[src/rtl/i2s_slave_tx.sv]
// I2S (Philips) slave transmitter: follows external BCLK/WS and shifts FIFO'd stereo frames out MSB first.
// Latency: physical BCLK fall -> i2s_sd update 3 HCLK; MSB one BCLK after each WS edge.
// Backpressure: s_ready drops while the frame FIFO is full; I2S_TX_MONO_EN sends the left sample in both slots.
module i2s_slave_tx #(
    parameter int DATA_W     = 24,
    parameter int SLOT_W     = 32,
    parameter int FIFO_DEPTH = 4
) (
    input  logic                        HCLK,
    input  logic                        HRESET,
    input  logic                        en,
    input  logic [DATA_W-1:0]           s_left,
    input  logic [DATA_W-1:0]           s_right,
    input  logic                        s_valid,
    output logic                        s_ready,
    output logic [$clog2(FIFO_DEPTH):0] fifo_level,
    input  logic                        i2s_bclk,
    input  logic                        i2s_ws,
    output logic                        i2s_sd,
    output logic                        underrun,
    input  logic                        clr_underrun
);
    localparam int AW = $clog2(FIFO_DEPTH);
    localparam int LW = AW + 1;

    typedef enum logic [1:0] {
        ST_IDLE   = 2'd0,
        ST_ACTIVE = 2'd1,
        ST_MUTED  = 2'd2
    } state_t;

    function automatic logic [SLOT_W-1:0] to_slot(input logic [DATA_W-1:0] smp);
        logic [SLOT_W-1:0] w;
        w = SLOT_W'(smp);
        return w << (SLOT_W - DATA_W);
    endfunction

    state_t            state_q, state_d;
    logic              bclk_meta_q, bclk_meta_d;
    logic              bclk_s_q, bclk_s_d;
    logic              bclk_prev_q, bclk_prev_d;
    logic              ws_meta_q, ws_meta_d;
    logic              ws_s_q, ws_s_d;
    logic              ws_q, ws_d;
    logic [SLOT_W-1:0] shreg_q, shreg_d;
    logic [DATA_W-1:0] r_hold_q, r_hold_d;
    logic              sd_q, sd_d;
    logic              underrun_q, underrun_d;
    logic [AW-1:0]     wr_ptr_q, wr_ptr_d;
    logic [AW-1:0]     rd_ptr_q, rd_ptr_d;
    logic [LW-1:0]     level_q, level_d;
    logic [DATA_W-1:0] mem_l_q [FIFO_DEPTH];
    logic [DATA_W-1:0] mem_l_d [FIFO_DEPTH];
    logic [DATA_W-1:0] rd_left;
    logic [DATA_W-1:0] rd_right;
    logic              bclk_fall;
    logic              fifo_empty;
    logic              push;
    logic              pop;

    assign bclk_fall  = bclk_prev_q & ~bclk_s_q;
    assign fifo_empty = (level_q == '0);
    assign s_ready    = (level_q != LW'(FIFO_DEPTH));
    assign push       = s_valid & s_ready;
    assign rd_left    = mem_l_q[rd_ptr_q];

    assign i2s_sd     = sd_q;
    assign underrun   = underrun_q;
    assign fifo_level = level_q;

`ifdef I2S_TX_MONO_EN
    logic unused_right;
    assign unused_right = ^s_right;
    assign rd_right     = rd_left;
`else
    logic [DATA_W-1:0] mem_r_q [FIFO_DEPTH];
    logic [DATA_W-1:0] mem_r_d [FIFO_DEPTH];

    always_comb begin
        mem_r_d = mem_r_q;
        if (push) begin
            mem_r_d[wr_ptr_q] = s_right;
        end
    end

    always_ff @(posedge HCLK) begin
        if (HRESET) begin
            for (int i = 0; i < FIFO_DEPTH; i++) begin
                mem_r_q[i] <= '0;
            end
        end else begin
            mem_r_q <= mem_r_d;
        end
    end

    assign rd_right = mem_r_q[rd_ptr_q];
`endif

    // Slot sequencing runs only on synchronized BCLK falls; WS edges load, steady WS shifts.
    always_comb begin
        bclk_meta_d = i2s_bclk;
        bclk_s_d    = bclk_meta_q;
        bclk_prev_d = bclk_s_q;
        ws_meta_d   = i2s_ws;
        ws_s_d      = ws_meta_q;
        ws_d        = ws_q;
        state_d     = state_q;
        shreg_d     = shreg_q;
        r_hold_d    = r_hold_q;
        sd_d        = sd_q;
        underrun_d  = underrun_q & ~clr_underrun;
        pop         = 1'b0;

        if (bclk_fall) begin
            ws_d = ws_s_q;
            if (ws_s_q != ws_q) begin
                if (!ws_s_q) begin
                    if (!en) begin
                        state_d  = ST_MUTED;
                        shreg_d  = '0;
                        r_hold_d = '0;
                    end else if (!fifo_empty) begin
                        state_d  = ST_ACTIVE;
                        pop      = 1'b1;
                        shreg_d  = to_slot(rd_left);
                        r_hold_d = rd_right;
                    end else begin
                        state_d    = ST_ACTIVE;
                        shreg_d    = '0;
                        r_hold_d   = '0;
                        underrun_d = 1'b1;
                    end
                end else begin
                    shreg_d = (state_q == ST_ACTIVE) ? to_slot(r_hold_q) : '0;
                end
            end else begin
                sd_d    = shreg_q[SLOT_W-1];
                shreg_d = shreg_q << 1;
            end
        end

        if (state_d != ST_ACTIVE) begin
            sd_d = 1'b0;
        end
    end

    always_comb begin
        mem_l_d = mem_l_q;
        if (push) begin
            mem_l_d[wr_ptr_q] = s_left;
        end
        wr_ptr_d = push ? wr_ptr_q + AW'(1) : wr_ptr_q;
        rd_ptr_d = pop  ? rd_ptr_q + AW'(1) : rd_ptr_q;
        level_d  = level_q + LW'(push) - LW'(pop);
    end

    always_ff @(posedge HCLK) begin
        if (HRESET) begin
            state_q     <= ST_IDLE;
            bclk_meta_q <= 1'b0;
            bclk_s_q    <= 1'b0;
            bclk_prev_q <= 1'b0;
            ws_meta_q   <= 1'b0;
            ws_s_q      <= 1'b0;
            ws_q        <= 1'b0;
            shreg_q     <= '0;
            r_hold_q    <= '0;
            sd_q        <= 1'b0;
            underrun_q  <= 1'b0;
            wr_ptr_q    <= '0;
            rd_ptr_q    <= '0;
            level_q     <= '0;
            for (int i = 0; i < FIFO_DEPTH; i++) begin
                mem_l_q[i] <= '0;
            end
        end else begin
            state_q     <= state_d;
            bclk_meta_q <= bclk_meta_d;
            bclk_s_q    <= bclk_s_d;
            bclk_prev_q <= bclk_prev_d;
            ws_meta_q   <= ws_meta_d;
            ws_s_q      <= ws_s_d;
            ws_q        <= ws_d;
            shreg_q     <= shreg_d;
            r_hold_q    <= r_hold_d;
            sd_q        <= sd_d;
            underrun_q  <= underrun_d;
            wr_ptr_q    <= wr_ptr_d;
            rd_ptr_q    <= rd_ptr_d;
            level_q     <= level_d;
            mem_l_q     <= mem_l_d;
        end
    end

endmodule
[config.mk]
export PLATFORM = sky130hd
export DESIGN_NAME = i2s_slave_tx
export DESIGN_NICKNAME = d
export VERILOG_FILES = /design/src/rtl/i2s_slave_tx.sv
export SDC_FILE = /design/constraint.sdc
export NUM_CORES = 1
export LEC_CHECK = 0
export BUFFER_PORTS_ARGS = -buffer_cell sky130_fd_sc_hd__buf_4
export CORE_MARGIN = 2
export CORE_UTILIZATION = 52
export DETAILED_ROUTE_END_ITERATION = 10
export PLACE_DENSITY_LB_ADDON = 0.05
export SLEW_MARGIN = 10
export SYNTH_ARGS = -nofsm -noshare
export SYNTH_HDL_FRONTEND = slang
export SYNTH_SLANG_ARGS = --single-unit
[constraint.sdc]
create_clock -name HCLK -period 5 [get_ports HCLK]
set_clock_uncertainty 0.1 [all_clocks]
set_input_delay 0.5 -clock HCLK [delete_from_list [all_inputs] [get_ports HCLK]]
set_output_delay 0.5 -clock HCLK [all_outputs]
set_load 0.01 [all_outputs]
==> flow_metrics.env <==
export IMPL_worstSetupPathType="flip-flop to flip-flop"
export IMPL_antenna_left=0
export IMPL_cts_hold_buf=0
export IMPL_required_ns=5.28
export IMPL_synth_top_family_by_area="simple AND/OR/NAND/NOR gates"
export IMPL_cts_sinks=257
export IMPL_synthSimpleGateAreaFrac=0.178
export IMPL_synth_cells=1221
export IMPL_min_period_ns=3.27
export IMPL_cts_htree_levels=1
export IMPL_ys_ff_latch=257
export IMPL_grt_max_degree=159
export IMPL_end_kind="flip-flop"
export IMPL_worstHoldPathType="primary input to flip-flop"
export IMPL_wire_per_inst_um=18.5
export IMPL_ir_worst_vdd_mv=0.283
export IMPL_grt_pass1_vias=8123
export IMPL_syn_num_nets=1283
export IMPL_clkLatencyLatePin_ns=0.54
export IMPL_ys_seq_area_frac=0.473
export IMPL_start_util=0.534
export IMPL_hold_violations=0
export IMPL_rsz0062_at_grt="false"
export IMPL_async_flop_share=0
export IMPL_core_area_mm2=0.0204
export IMPL_p_leak_nw=4.16
export IMPL_drtIter0Drc=661
export IMPL_synth_adder_area_share=0.00875
export IMPL_synth_xor_area_frac=0.00553
export IMPL_nets=1284
export IMPL_dieArea_mm2=0.0221
export IMPL_path_clk_slew_ns=0.06
export IMPL_yosysUniqueCellTypes=37
export IMPL_status="complete, no violations"
export IMPL_ys_warn_count=0
export IMPL_slew_violations=0
export IMPL_cts_tree="yes"
export IMPL_die_h_um=149
export IMPL_antenna_found_initial=0
export IMPL_power_density_mw_per_mm2=413
export IMPL_rows=52
export IMPL_dominantRegCellSynth="dfxtp_1"
export IMPL_dp_cells=1463
export IMPL_dr_total_vias=8410
export IMPL_grt_first_pass_wirelength_um=44400
export IMPL_place_gp_congestion=0.755
export IMPL_root_buffer="clkbuf_16"
export IMPL_ctsResizeCount=0
export IMPL_viasPerCell=5.56
export IMPL_syn_area_per_cell_um2=8.90
export IMPL_num_antenna_cells=0
export IMPL_worst_pin_slew_ns=1.12
export IMPL_cts_buffer_depth=3
export IMPL_grt_overflow=0
export IMPL_post_route_drc_count=0
export IMPL_fin_cells=1512
export IMPL_setup_viol=0
export IMPL_track_usage=0.253
export IMPL_synth_compound_area_frac=0.174
export IMPL_synth_edff_count=0
export IMPL_syn_area_mm2=0.0109
export IMPL_post_dp_hpwl_um=15900
export IMPL_setup_tns_ns=0
export IMPL_relSlewSlack=0.251
export IMPL_clock_fmax_mhz=306
export IMPL_portBuffers=60
export IMPL_max_cap_violations=0
export IMPL_layout_drive_gt1_share=0.159
export IMPL_ioPinCount=61
export IMPL_mostFrequentLayoutCells="392 x nand2_1, 255 x dfxtp_1, 219 x a21oi_1"
export IMPL_crit_arrival_ns=3.55
export IMPL_layout_commonest_cell="nand2_1"
export IMPL_cts_setup_buffers=0
export IMPL_syn2layout_area_growth_pct=11.3
export IMPL_dieWidth_um=149
export IMPL_cp_start_kind="flip-flop"
export IMPL_first_pass_iters=4
export IMPL_cts_buffers=27
export IMPL_synthMuxAreaShare=0.101
export IMPL_fin_crit_sh=0.654
export IMPL_wirelength_um=28000
export IMPL_cp_max_fo=27
sequential cells by signal (all words and copies together) (netlist names):
register / cells
ws_q: 1
rd_ptr_q: 2
state_q: 2
mem_r_q: 96
shreg_q: 24
bclk_prev_d: 1
underrun: 1
bclk_meta_q: 1
bclk_prev_q: 1
fifo_level: 3
ws_meta_q: 1
i2s_sd: 1
ws_s_q: 1
wr_ptr_q: 2
r_hold_q: 24
mem_l_q: 96
Yosys cell counts, drive strengths merged (2+ instances only):
master	n	area share
xor2	2	0.0023
nor2b	11	0.0063
nor2	33	0.011
nand3	28	0.015
nand2	392	0.14
a22o	23	0.019
a21oi	219	0.10
dfxtp	257	0.47
mux2i	2	0.0018
nand2b	3	0.0017
buf	55	0.041
clkbuf	47	0.016
and3	5	0.0047
o21a	23	0.016
ha	6	0.0069
inv	6	0.0021
xnor2	4	0.0032
mux4	48	0.099
o21ai	23	0.011
a22oi	24	0.025
per-stage QoR:
step	area, µm²	power [mW]	utilization	setup WS, ns	hold WS, ns
floorplan	10900	2.76	-	2.25	0.314
global placement	11200	2.94	0.548	1.77	0.338
detailed placement	11200	2.96	0.548	1.74	0.343
CTS	12100	5.03	0.594	1.73	0.0864
global route	12100	5.20	0.594	1.48	0.0928
finish	12100	5.00	0.594	1.73	0.103
final cells by class:
class / count / area (µm²)
fillers: 1826 / 8270
flip-flops and latches: 257 / 5150
multi-input cells: 856 / 5080
clock buffers: 42 / 822
repair buffers: 74 / 572
well taps: 270 / 338
clock inverters: 7 / 114
inverters: 6 / 22.5
critical path: stages, from the launching register on:
cell and delay (ns):
dfxtp_1 0.35, or3_1 0.81, and3_4 0.53, ha_1 0.32, inv_1 0.04, ha_1 0.18, fa_1 0.40, xnor2_1 0.18
xnor2_1 0.14, nor2_1 0.05
path summary, 6_finish.rpt:
kind | cells past startpoint | from | slack (ns) | endpoint
worst max-delay path | 9 | fifo_level[1] | 1.73 | fifo_level[2]
worst min-delay path | 2 | i2s_ws | 0.10 | ws_meta_q
worst max register to register | 9 | fifo_level[1] | 1.73 | fifo_level[2]
worst min register to register | 2 | mem_l_q[41] | 0.35 | mem_l_q[41]
report_power, final:
part	total, mW	switching, mW	internal [mW]	leakage (nW)
Sequential	2.24	0.0646	2.17	2.08
Clock	2.09	0.811	1.28	0.463
Combinational	0.670	0.442	0.228	1.61
layer usage:
metal  global-route usage  routed length (µm)
met1                0.360               13100
met2                0.415               13100
met3               0.0344                1220
met4               0.0552                 505
met5                    0                   0
logic make-up after synthesis:
logic type      count (synthesis)
buf+inv                       108
mux                            50
fa+ha+maj                       7
flops                         257
xor+xnor                        6
compound gates                316
simple gates                  477
Power figures use the tool's default switching activity.
